===== src/rtl/exec_result_queue.sv =====
// exec_result_queue
//   Result buffer between one execution unit and the execute-output arbiter.
//   Finished results (value, commands, tag, flags) are held in strict FIFO
//   order until the arbiter grants this unit's slot. The execution unit can
//   keep issuing while the arbiter is busy serving other units.
//
// Optional build macro: EXEC_RESULT_QUEUE_BYPASS_EN
//   Adds a fall-through path. When the queue is empty, a push is shown on the
//   head outputs in the same cycle. If it is also granted in that cycle, it is
//   never written into the queue.
//
// Ports
//   clk_i, reset_i          clock; asynchronous active-high reset
//   push_i                  a result is presented this cycle
//   val_i/commands_i/
//   tag_i/flags_i           result payload
//   ready_o                 queue is not full
//   grant_i                 arbiter takes the head entry
//   flush_i                 synchronous discard of every entry
//   valid_o                 head entry is valid
//   val_o/commands_o/
//   tag_o/flags_o           head payload
//   count_o                 occupancy, 0..DEPTH
module exec_result_queue #(
  parameter int ROBsize    = 32,
  parameter int ROBsizeLog = $clog2(ROBsize+1),
  parameter int DEPTH      = 4,
  parameter int DEPTHLog   = $clog2(DEPTH)
) (
  input  logic                  clk_i,
  input  logic                  reset_i,
  input  logic                  push_i,
  input  logic [63:0]           val_i,
  input  logic [9:0]            commands_i,
  input  logic [ROBsizeLog-1:0] tag_i,
  input  logic [3:0]            flags_i,
  output logic                  ready_o,
  input  logic                  grant_i,
  input  logic                  flush_i,
  output logic                  valid_o,
  output logic [63:0]           val_o,
  output logic [9:0]            commands_o,
  output logic [ROBsizeLog-1:0] tag_o,
  output logic [3:0]            flags_o,
  output logic [DEPTHLog:0]     count_o
);

  typedef struct packed {
    logic [63:0]           val;
    logic [9:0]            cmd;
    logic [ROBsizeLog-1:0] tag;
    logic [3:0]            flags;
  } entry_t;

  entry_t              mem [DEPTH];
  entry_t              in_ent, head;
  logic [DEPTHLog-1:0] rd_ptr, wr_ptr;
  logic [DEPTHLog:0]   count;
  logic                empty, full, push_acc, pop_acc, byp, byp_thru;

  assign in_ent   = '{val: val_i, cmd: commands_i, tag: tag_i, flags: flags_i};
  assign empty    = (count == '0);
  assign full     = (count == (DEPTHLog+1)'(DEPTH));
  // ready_o uses only registered state. It does not look ahead at grant_i,
  // so a push into a full queue is rejected even when a pop happens in the
  // same cycle.
  assign ready_o  = !full;

`ifdef EXEC_RESULT_QUEUE_BYPASS_EN
  assign byp      = empty && push_i && !flush_i;
  assign byp_thru = byp && grant_i;
`else
  assign byp      = 1'b0;
  assign byp_thru = 1'b0;
`endif

  // A result that passes straight through is consumed without being stored.
  assign push_acc = push_i && ready_o && !byp_thru;
  assign pop_acc  = grant_i && !empty;

  assign head       = byp ? in_ent : mem[rd_ptr];
  assign valid_o    = !empty || byp;
  assign val_o      = head.val;
  assign commands_o = head.cmd;
  assign tag_o      = head.tag;
  assign flags_o    = head.flags;
  assign count_o    = count;

  // Payload storage has no reset. The head fields are ignored while valid_o=0.
  always_ff @(posedge clk_i) begin
    if (push_acc && !flush_i) mem[wr_ptr] <= in_ent;
  end

  // DEPTH is a power of two, so the pointers wrap modulo DEPTH by themselves.
  always_ff @(posedge clk_i or posedge reset_i) begin
    if (reset_i) begin
      rd_ptr <= '0;
      wr_ptr <= '0;
      count  <= '0;
    end else if (flush_i) begin
      rd_ptr <= '0;
      wr_ptr <= '0;
      count  <= '0;
    end else begin
      if (push_acc) wr_ptr <= wr_ptr + 1'b1;
      if (pop_acc)  rd_ptr <= rd_ptr + 1'b1;
      case ({push_acc, pop_acc})
        2'b10:   count <= count + 1'b1;
        2'b01:   count <= count - 1'b1;
        default: count <= count;
      endcase
    end
  end

endmodule


===== config.mk =====
export PLATFORM = sky130hd
export DESIGN_NAME = exec_result_queue
export DESIGN_NICKNAME = d
export VERILOG_FILES = /design/src/rtl/exec_result_queue.sv
export SDC_FILE = /design/constraint.sdc
export NUM_CORES = 1
export LEC_CHECK = 0
export CORE_UTILIZATION = 50
export CTS_CLUSTER_SIZE = 28
export DETAILED_ROUTE_END_ITERATION = 16
export PLACE_DENSITY = 0.75
export SYNTH_ARGS = -nofsm -noshare
export SYNTH_HDL_FRONTEND = slang
export SYNTH_SLANG_ARGS = --single-unit

===== constraint.sdc =====
create_clock -name clk_i -period 8.45 [get_ports clk_i]
set_clock_uncertainty 0.1 [all_clocks]
set_input_delay 1.69 -clock clk_i [delete_from_list [all_inputs] [get_ports clk_i]]
set_output_delay 1.69 -clock clk_i [all_outputs]
set_load 0.02 [all_outputs]

# Word level (Yosys, flattened, before mapping)
# Memory sizes are Yosys's and may differ from the RTL's.
# Index checks and enable logic that the tools add are counted.
# Widths: inputs -> output; s select.
[totals]
regBits = 7
out_inout_bits = 89
n_memories = 1
ram_bits = 336
[mem_list]
columns = ["name", "words", "word_bits", "read_ports", "rd_clocked_by_memory_dff", "wr", "line_no", "rtl"]
rows = [
  ["mem", 4, 84, 1, 0, 1, "55", "entry_t mem [DEPTH];"],
]
[op_classes]
eq_ne = 3
reduce_logical = 10
n_mux = 8
add_sub_neg = 4
[op_table]
columns = ["op", "n"]
rows = [
  ["$mux 2", 4],
  ["$pmux 3 s2", 1],
  ["$add 2x1->2 const B", 2],
  ["$reduce_bool 2->1", 2],
  ["$add 3x1->3 const B", 1],
  ["$eq 3x3->1 const B", 1],
  ["$logic_and 1x1->1", 3],
  ["$logic_not 1->1", 3],
  ["$logic_not 3->1", 1],
  ["$mux 3", 1],
  ["$reduce_bool 3->1", 1],
  ["$sub 3x1->3 const B", 1],
  ["$eq 2x1->1 const B", 1],
  ["$eq 2x2->1 const B", 1],
  ["$mux 1", 2],
]

# Logic depth before layout (Yosys ltp)
[logic_depth]
ltp_word = 6
ltp_mapped = 7

# Worst setup path before layout
# OpenSTA, ideal clock, no wires.
[synth_path]
path_type = "input-to-reg"
from = "in push_i"
to = "mem mem[0][0] in the netlist's numbering (enable)"
required_ps = 7898
cell_stages = 4
setup_ps = 452
setup_slack_ps = 3723
t_arrival_ps = 4176
path_cell_list = "buf_2 -> inv_1 -> nor3_1 -> and2_1"
[synth_between]
elab_chain_cells = 4
[synth_lines]
columns = ["item", "line_no", "rtl"]
rows = [
  ["start: declaration", "32", "input logic push_i,"],
  ["$logic_and 1x1->1", "78", "assign push_acc = push_i && ready_o && !byp_thru;"],
  ["$logic_and 1x1->1", "91", "if (push_acc && !flush_i) mem[wr_ptr] <= in_ent;"],
  ["$mux 1", "91", ""],
  ["$mux 1 (not written as such)", "91", ""],
  ["end: declaration", "55", ""],
]
# No other way between the ends.

# Worst setup path in the final report
[layout_path]
from = "reg rd_ptr[0]"
to = "out val_o[33]"
[layout_between]
elab_chain_cells = 1
[layout_lines]
columns = ["item", "line_no", "rtl"]
rows = [
  ["start: declaration", "57", "logic [DEPTHLog-1:0] rd_ptr, wr_ptr;"],
  ["start signal: assignment", "106", "if (pop_acc) rd_ptr <= rd_ptr + 1'b1;"],
  ["$mem_v2 4x84", "-", ""],
  ["end: declaration", "41", "output logic [63:0] val_o,"],
]
# No other way between the ends.

==> summary.md <==
| Metric | Value |
|---|---|
| Status | `finished clean` |
| Vias in the first global route | `6354` |
| Initial antenna violation count | `2` |
| Relative slew slack | `28.6%` |
| Yosys top cell by area | `edfxtp_1` |
| Post-DP HPWL | `13.4 mm` |
| Yosys warnings | `0` |
| CTS tree | `built` |
| Synth Area per Inst | `25.2 um^2` |
| DRT antenna net count | `0` |
| Final GP Congestion | `0.700` |
| MaxCap Viol Count | `0` |
| Top post-synthesis cells by area | `edfxtp_1 79%, mux4_2 15%, dfrtp_1 1.4%` |
| Worst vdd ir | `0.154 mV` |
| WHS | `0.534 ns` |
| Post-Syn Nets | `600` |
| # Post-CTS Setup Buffers | `0` |
| WP data arrival | `3.53 ns` |
| Avg Vias per Cell | `5.49` |
| Yosys cell types | `37` |
| Critical path capture point type | `output port` |
| Die width | `162 um` |
| Post-Route WL | `22.8 mm` |
| Port bufs | `177` |
| Seq/Total Area, Yosys | `80.6%` |
| Die height | `162 um` |
| Die Area | `0.0261 mm^2` |
| Wire length per cell | `21.7 um` |
| Hold Path Class | `reg -> reg` |
| Yosys top cell area share | `79.2%` |
| Required @ worst endpoint | `6.66 ns` |
| Congestion Overflow GR | `0` |
| Std-Cell Rows | `58` |
| CTS resizes | `0` |
| FILL cells | `1744` |
| DR vias | `5783` |
| Pwr/cell area | `273 mW/mm^2` |
| Placeable core area | `0.0251 mm^2` |
| Nets | `795` |
| # H-tree levels | `2` |
| RSZ-0062 raised after global routing | `no` |
| Fin. Hold Viols | `0` |
| CTS Hold Buffers Added | `0` |
| Pre-Repair DR Iteration Count | `4` |
| Number of synthesized register bits | `343` |
| Setup Viol. Count Final | `0` |
| Setup TNS | `0 ns` |
| Crit path launch type | `register` |
| First-pass GRT wire length | `35.1 mm` |
| Largest net degree at the start of global routing | `61` |
| Fin. max-slew vios | `0` |
| Total GRT Usage | `18.0%` |
| Top Ports | `178` |
| DRC | `0` |
| Sink Count | `343` |
| Final worst-path cycle share | `63.0%` |
| Clk_lat worst skew | `0.49 ns` |
| Most common cell after layout, fill and taps aside | `edfxtp_1` |
| Tmin final | `5.32 ns` |
| CTS Buffer Depth | `3` |
| Leak pwr | `4.97 nW` |
| Root Driver | `clkbuf_16` |
| Highest-count cells in the layout ignoring fill and taps | `336 x edfxtp_1, 177 x clkdlybuf4s50_1, 84 x mux4_2` |
| Share of layout cells above drive strength 1 | `20.1%` |
| Cts bufs inserted | `35` |
| Starting Density | `50.7%` |
| CTS clock-pin slew for the worst setup and hold paths | `0.06 ns` |
| Maximum clock rate | `188 MHz` |
| Worst-path fanout max | `52` |
| Least-Margin Pin Slew | `1.07 ns` |
| Syn Inst Count | `506` |
| Synthesized area | `0.0127 mm^2` |
| Initial DRC count | `314` |
| Area delta synth->final | `24.5%` |
| Crit Path Category | `reg -> out` |
[stage by stage]
stage	cells	util [%]	area [um^2]	power (mW)	setup WS [ns]
after detailed placement	994	58.8	14800	2.93	3.49
final	1054	63.2	15900	4.32	3.13
after global routing	1053	63.1	15900	4.49	2.81
after global placement	994	58.8	14800	2.91	3.53
after CTS	1053	63.1	15900	4.38	2.93
after floorplan	506	-	12700	2.60	3.72
[power breakdown]
part           internal [mW]  switching (mW)
sequential              1.95          0.0874
combinational          0.463           0.384
clock                  0.863           0.577
total                   3.27            1.05
[logic make-up (layout without fill, tap and decap cells)]
family | Yosys count | in the layout | share of synthesized area (%)
adders and majority gates | 5 | 5 | 0.550
and+or+nand+nor | 22 | 22 | 1.06
xor gates and xnor gates | 3 | 3 | 0.206
buffers and inverters | 32 | 249 | 1.82
other | 0 | 1 | 0
AOI/OAI and AO/OA | 17 | 17 | 0.885
DFF | 343 | 343 | 80.6
muxes | 84 | 84 | 14.9
[layer usage]
| metal | vias to the layer above | global-route usage (%) | share of wire (%) |
|---|---|---|---|
| met2 | 171 | 31.5 | 53 |
| met3 | 38 | 4.80 | 6.3 |
| met5 | - | 0 | 0.057 |
| met1 | 3015 | 22.0 | 39 |
| met4 | 2 | 5.19 | 1.9 |
| li1 | 2557 | - | - |
[cell type report]
cell class | instances | area [um^2] | area share, %
Timing Repair Buffer | 183 | 1820 | 11.5
Antenna cell | 1 | 2.50 | 0.0158
Sequential cell | 343 | 10300 | 64.8
Inverter | 7 | 26.3 | 0.166
Clock inverter | 10 | 110 | 0.694
Clock buffer | 49 | 971 | 6.12
Multi-Input combinational cell | 131 | 2250 | 14.2
Tap cell | 330 | 413 | 2.60
[path summary, 6_finish.rpt]
check | from | endpoint | slack, ns | cells after the start
worst max-delay path | rd_ptr[0] | val_o[33] | 3.13 | 3
worst min-delay path | wr_ptr[1] | wr_ptr[1] | 0.53 | 2
worst max register to register | count_o[2] | mem[0][29] | 5.46 | 4
worst min register to register | wr_ptr[1] | wr_ptr[1] | 0.53 | 2
max in group asynchronous | reset_i | rd_ptr[1] | 6.65 | 2
min in group asynchronous | reset_i | wr_ptr[0] | 1.35 | 2
[critical path, stage by stage (launching register included)]
cell             delay (ns)
dfrtp_4                1.12
buf_4                  0.72
mux4_2                 0.59
clkdlybuf4s50_1        0.58
[synth_stat cells (all sizes together)]
cell,number
xnor2,1
nor3b,2
o21a,1
fa,1
nor2,3
or3,1
o311ai,1
xor2,2
o22ai,1
o31ai,1
nand3,4
edfxtp,336
ha,4
a221oi,1
o41ai,1
inv,7
nand3b,1
or2,2
or3b,1
buf,23
clkbuf,2
nand2b,2
a21oi,4
and2,5
nor3,1
o21ai,4
mux4,84
dfrtp,7
a311oi,1
o2111ai,1
a211oi,1
[state kept, by name, indices dropped and copies added (netlist names)]
signal / cells
mem: 336
rd_ptr: 2
count_o: 3
wr_ptr: 2
(Power assumes the default switching activity.)
